==> config.mk <==
export PLATFORM = sky130hd
export DESIGN_NAME = game_timer_ctrl
export DESIGN_NICKNAME = d
export VERILOG_FILES = /design/src/rtl/game_timer_ctrl.sv
export SDC_FILE = /design/constraint.sdc
export NUM_CORES = 1
export LEC_CHECK = 0
export BUFFER_PORTS_ARGS = -buffer_cell sky130_fd_sc_hd__buf_2
export CAP_MARGIN = 20
export CORE_UTILIZATION = 58
export DETAILED_ROUTE_END_ITERATION = 6
export PLACE_DENSITY_LB_ADDON = 0.15
export SETUP_SLACK_MARGIN = 0.5
export SYNTH_ARGS = -nofsm -noshare
export SYNTH_HDL_FRONTEND = slang
export SYNTH_SLANG_ARGS = --single-unit
==> constraint.sdc <==
create_clock -name CLOCK10M -period 2.9 [get_ports CLOCK10M]
set_input_delay 0.435 -clock CLOCK10M [delete_from_list [all_inputs] [get_ports CLOCK10M]]
set_output_delay 0.435 -clock CLOCK10M [all_outputs]
set_load 0.005 [all_outputs]
==> src/rtl/game_timer_ctrl.sv <==
// Game clock run controller: start/pause/stop sequencing, tick prescaler
// and limit-based expiry. All outputs come straight from registers.
module game_timer_ctrl #(
  parameter int TICK_DIV = 100000,
  parameter int CNT_W    = 10
) (
  input  logic             CLOCK10M,
  input  logic             KEY0,
  input  logic             start,
  input  logic             pause,
  input  logic             stop,
  input  logic [CNT_W-1:0] limit,
  output logic [CNT_W-1:0] count,
  output logic             tick,
  output logic             time_up,
  output logic [1:0]       state,
  output logic             running
);
  localparam int PRE_W = (TICK_DIV > 1) ? $clog2(TICK_DIV) : 1;
  localparam logic [PRE_W-1:0] PRE_MAX = PRE_W'(TICK_DIV - 1);

  typedef enum logic [1:0] {
    IDLE    = 2'd0,
    RUNNING = 2'd1,
    PAUSED  = 2'd2,
    EXPIRED = 2'd3
  } state_t;

  state_t           r_state, w_state_nxt;
  logic [PRE_W-1:0] r_pre, w_pre_nxt;
  logic [CNT_W-1:0] r_cnt, w_cnt_nxt, w_cnt_inc;
  logic [CNT_W-1:0] r_lim, w_lim_nxt;
  logic             r_tick, w_tick_nxt;
  logic             r_time_up, w_time_up_nxt;

  always_ff @(posedge CLOCK10M or posedge KEY0) begin
    if (KEY0) begin
      r_state   <= IDLE;
      r_pre     <= '0;
      r_cnt     <= '0;
      r_lim     <= '0;
      r_tick    <= 1'b0;
      r_time_up <= 1'b0;
    end else begin
      r_state   <= w_state_nxt;
      r_pre     <= w_pre_nxt;
      r_cnt     <= w_cnt_nxt;
      r_lim     <= w_lim_nxt;
      r_tick    <= w_tick_nxt;
      r_time_up <= w_time_up_nxt;
    end
  end

  assign w_cnt_inc = r_cnt + CNT_W'(1);

  always_comb begin
    w_state_nxt   = r_state;
    w_pre_nxt     = r_pre;
    w_cnt_nxt     = r_cnt;
    w_lim_nxt     = r_lim;
    w_tick_nxt    = 1'b0;
    w_time_up_nxt = 1'b0;
    if (stop) begin
      w_state_nxt = IDLE;
      w_pre_nxt   = '0;
    end else if (start) begin
      w_state_nxt = RUNNING;
      w_pre_nxt   = '0;
      w_cnt_nxt   = '0;
      w_lim_nxt   = limit;
    end else begin
      case (r_state)
        RUNNING: begin
          if (pause) w_state_nxt = PAUSED;
          if (r_pre == PRE_MAX) begin
            w_pre_nxt  = '0;
            w_cnt_nxt  = w_cnt_inc;
            w_tick_nxt = 1'b1;
            // Expiry outranks a coincident pause toggle.
            if (r_lim != '0 && w_cnt_inc == r_lim) begin
              w_state_nxt   = EXPIRED;
              w_time_up_nxt = 1'b1;
            end
          end else begin
            w_pre_nxt = r_pre + PRE_W'(1);
          end
        end
        PAUSED:  if (pause) w_state_nxt = RUNNING;
        default: ;
      endcase
    end
  end

  assign count   = r_cnt;
  assign tick    = r_tick;
  assign time_up = r_time_up;
  assign state   = r_state;
  assign running = (r_state == RUNNING);
endmodule

== Yosys cells after proc, flatten, opt, wreduce, memory -nomap -nowiden ==
Cells that the tools add are included.
Operators by class
  add/sub/neg operators: 2
  equal/unequal tests: 5
  muxes and demuxes: 23
  bitwise logic cells: 1
  reductions and logical operators: 9
Operators by type and width (count)
  $mux W17: 4
  $mux W10: 3
  $add A17 B1 Y17 const B: 1
  $eq A17 B17 Y1 const B: 1
  $mux W2: 6
  $add A10 B1 Y10 const B: 1
  $eq A10 B10 Y1: 1
  $reduce_bool A10 Y1: 1
  $mux W1: 9
  $ne A4 B4 Y1 const B: 1
  $pmux W2 S2: 1
  $reduce_and A2 Y1: 2
  $reduce_bool A2 Y1: 2
  $reduce_bool A4 Y1: 1
  $reduce_and A3 Y1: 1
  $reduce_bool A3 Y1: 1
  $eq A2 B1 Y1 const B: 1
  $eq A2 B2 Y1 const B: 1
  $logic_and A1 B1 Y1: 1
  $not A1 Y1: 1
Word-level totals
  register bits: 41
  output and inout port bits: 15
  word-level logic and storage cells: 46

== Logic depth before layout (Yosys ltp) ==
  depth in word-level cells: 8
  mapped depth: 7

== Worst setup path after synthesis ==
OpenSTA, ideal clock, no wires.
  kind: reg2reg
  start: register r_cnt[0], in the netlist count[0]
  end: register r_state[1], in the netlist state[1]
  library setup time: 0.065 ns
  arrival: 2.111 ns
  data required time: 2.835 ns
  slack: 0.724 ns
  cell stages (with the launch flop): 8
  period minus slack after synthesis: 2.176 ns
  cells stage by stage: dfrtp_1 ha_1 buf_2 and3_1 and3_1 or4b_1 nor4_1 a31o_2
On the way
  cells in the longest elaborated chain, start to end: 8
RTL lines
  from (decl): RTL line 31  | logic [CNT_W-1:0] r_cnt, w_cnt_nxt, w_cnt_inc;
  from (signal assigned): RTL line 47  | r_cnt <= w_cnt_nxt;
  $add A10 B1 Y10: RTL line 54  | assign w_cnt_inc = r_cnt + CNT_W'(1);
  $eq A10 B10 Y1: RTL line 80  | if (r_lim != '0 && w_cnt_inc == r_lim) begin
  $logic_and A1 B1 Y1: RTL line 80
  $mux W2: RTL line 80
  $mux W2: RTL line 75  | if (r_pre == PRE_MAX) begin
  $pmux W2 S2: RTL line 72  | case (r_state)
  $mux W2: RTL line 66  | end else if (start) begin
  $mux W2: RTL line 63  | if (stop) begin
  to (signal assigned): RTL line 45  | r_state <= w_state_nxt;
  to (decl): RTL line 29  | state_t r_state, w_state_nxt;
Every way passes these cells.
A chain may end at the register's enable or synchronous reset.

== Worst setup path after layout ==
Ends and elaborated chain as after synthesis.

==> flow_metrics.tcl <==
set metrics [dict create \
    fin_crit_sh_pct 76.9 \
    preCtsSetupSlack_ns 0.528 \
    crit_slowest_cell "or4b_1" \
    drc 0 \
    post-dp-hpwl_mm 3.74 \
    ys_warn_count 0 \
    ff2ff_setup_slack_ns 0.67 \
    io_pins 30 \
    critPathKind "register to register" \
    root_buffer "clkbuf_8" \
    yosysTopAreaCell "dfrtp_1" \
    r2r_cells 6 \
    routed_wl_mm 5.21 \
    ys_seq_area_share_pct 43.2 \
    multi_input_area_um2 1280 \
    critPathTopFamily "simple AND/OR/NAND/NOR gates" \
    grt_pass1_vias 1879 \
    die-area_um2 4360 \
    clock_latency_ns 0.29 \
    io_buffers 29 \
    clkTransAtPathRegs_ns 0.08 \
    drt-pass1-iter-count 5 \
    gp_congestion 0.905 \
    stdcell_count 326 \
    tightest_slew_ns 0.853 \
    async_reset_ff_share_pct 100 \
    drive_above_1_share_pct 20.9 \
    grt_max_degree 25 \
    fillers 288 \
    start_util_pct 62.5 \
    path_depth 6 \
    synth_edf_count 0 \
    synthesis.nets 269 \
    synthCells 250 \
    cp_data_arrival_time_ns 2.47 \
    wl_per_cell_um 16.0 \
    required_ns 3.14 \
    cpPeakStageDelay_ns 0.55 \
    status "finished, final reports clean" \
    yosysTopAreaCellShare_pct 43.2 \
    antenna_found_initial 0 \
    hp-class "input port to asynchronous set/reset pin" \
    finalSetupTns_ns 0 \
    cts_buffer_depth 2 \
    grt_pass1_wl_mm 8.81 \
    grt_overflow 0 \
    crit_start "count[0]$_DFFE_PP0P_" \
    ys.flop_type "dfrtp_1" \
    drt_iter0_drc 257 \
    synthesis.area_um2 2380 \
    via_count 1993 \
    pwr_density_cell_nw_per_um2 458 \
    setup_ws_ns 0.669 \
    rsz0062_at_grt "no" \
    syn_avg_cell_area_um2 9.50 \
    numCtsBuffers 5 \
    fin_nets 297 \
    tritoncts "built" \
    critical_path_peak_fanout 9 \
    antennaDiodeCount 0 \
    track_usage_pct 26.9 \
    fmax_ghz 0.448 \
    maxSlewHeadroom_pct 42.7 \
    cp-endpoint "state[1]$_DFFE_PP0P_" \
    synth_cell_types 43 \
    finalHoldViolations 0 \
    cp_num_buf_inv 0 \
    r2r-end "state[1]$_DFFE_PP0P_" \
    yosys-top-cells-area "dfrtp_1 43%, xor2_1 5.9%, mux2_2 4.7%, nor2_1 3.8%, o21ai_0 3.6%" \
    fin_skew_ns 0.00549 \
    setup_viol 0 \
    ctsHtreeMaxLevel 2 \
    drv_slew 0 \
    cts_setup_buffers 0 \
    cts_hold_buf 0 \
    ir_drop_v 0.000383 \
    drt.antenna.violating_nets 0 \
    rows 22 \
    register_area_um2 1030 \
    leakage_uw 0.00116 \
    min_period_ns 2.23 \
    ys_ff_latch 41 \
    core_um2 3800 \
    cp-start-kind "register" \
    syn_to_final_growth_pct 12.3 \
    dieHeight_um 66.0 \
    cts_num_sinks 41 \
    regToRegStartpoint "count[0]$_DFFE_PP0P_" \
    end_kind "register" \
    max-cap-violations 0 \
    worstPathCellList "ha_2 -> and3_1 -> a21oi_1 -> or4b_1 -> nor4_2 -> a31o_2" \
    routed_via_density 6.11 \
    die_w_um 66.0 \
    placed_cells 319 \
]
==> where the power goes <==
| group | leakage, uW | switching [uW] | total (uW) | internal [uW] |
|---|---|---|---|---|
| sequential | 0.000547 | 31.5 | 629 | 598 |
| clock | 0.0000540 | 193 | 444 | 250 |
| combinational | 0.000554 | 80.2 | 150 | 69.6 |
| total | 0.00116 | 305 | 1220 | 917 |
==> synthesized netlist by cell type (5+ instances only) <==
| cell type | number |
|---|---|
| a21oi_1 | 8 |
| xnor2_1 | 8 |
| nor2_1 | 24 |
| inv_1 | 9 |
| mux2_2 | 10 |
| buf_2 | 5 |
| xor2_1 | 16 |
| nand3_1 | 16 |
| clkbuf_1 | 6 |
| nand4_1 | 7 |
| dfrtp_1 | 41 |
| nor3_1 | 5 |
| nand2_1 | 13 |
| o21ai_0 | 17 |
==> logic make-up after synthesis <==
| logic type | Yosys count | share of synthesized area (%) |
|---|---|---|
| DFF | 41 | 43.2 |
| buffers and inverters | 20 | 3.42 |
| and+or+nand+nor | 102 | 24.3 |
| xor gates and xnor gates | 24 | 8.85 |
| adders and majority gates | 4 | 2.11 |
| muxes | 10 | 4.74 |
| AOI/OAI and AO/OA | 49 | 13.4 |
==> how the worst min path moves through the flow <==
stage,from,end,slack [ns],depth (start not counted)
floorplan,r_pre[0]$_DFFE_PP0P_,r_pre[0]$_DFFE_PP0P_,0.50,1
global placement,r_pre[0]$_DFFE_PP0P_,r_pre[0]$_DFFE_PP0P_,0.54,1
detailed placement,count[6]$_DFFE_PP0P_,count[6]$_DFFE_PP0P_,0.55,1
CTS,KEY0,r_lim[5]$_DFFE_PP0P_,0.26,2
global route,KEY0,r_lim[5]$_DFFE_PP0P_,0.29,2
finish,KEY0,r_lim[5]$_DFFE_PP0P_,0.23,2
==> stage by stage <==
stage	hold slack (ns)	utilization, %	total power, uW	instance area [um^2]
after global routing	0.294	70.3	1280	2670
after detailed placement	0.549	67.3	787	2560
after global placement	0.543	67.3	782	2560
after floorplan	0.504	-	739	2380
final	0.229	70.3	1220	2670
after CTS	0.262	70.2	1230	2670
==> registers in the layout, indices dropped and copies added, names as in the netlist <==
signal / count
count: 10
state: 2
r_pre: 17
r_lim: 10
tick: 1
time_up: 1
==> metal layers <==
| metal | global-route usage [%] | vias up | share of wire (%) |
|---|---|---|---|
| li1 | - | 976 | - |
| met4 | 6.12 | 0 | 1.4 |
| met5 | 0 | - | 0 |
| met2 | 41.1 | 82 | 43 |
| met3 | 6.38 | 10 | 7.0 |
| met1 | 38.6 | 925 | 49 |
==> worst register-to-register path: stages (launching register included) <==
cell,delay (ns)
dfrtp_1,0.47
ha_2,0.32
and3_1,0.28
a21oi_1,0.10
or4b_1,0.55
nor4_2,0.25
a31o_2,0.21
==> what timing repair did <==
action	in CTS	in global routing
pin swaps	0	0
resized for setup	1	1
gates cloned	0	0
endpoints found under the setup margin	1	2
==> layout make-up <==
type	instances	share of cell area [%]
clock buffers	5	2.58
well taps	48	2.25
multi-input cells	189	47.9
clock inverters	2	1.31
flip-flops and latches	41	38.4
repair buffers	32	6.28
inverters	9	1.27
==> cells in the final DEF, fill, tap and decap left out, types with 9 or more instances in the layout <==
cell type	Yosys	final
o21ai_0	17	17
nand2_1	13	13
mux2_2	10	10
inv_1	9	9
dfrtp_1	41	41
buf_2	5	29
nor2_1	24	24
xor2_1	16	16
nand3_1	16	16
Power figures use the tool's default switching activity.
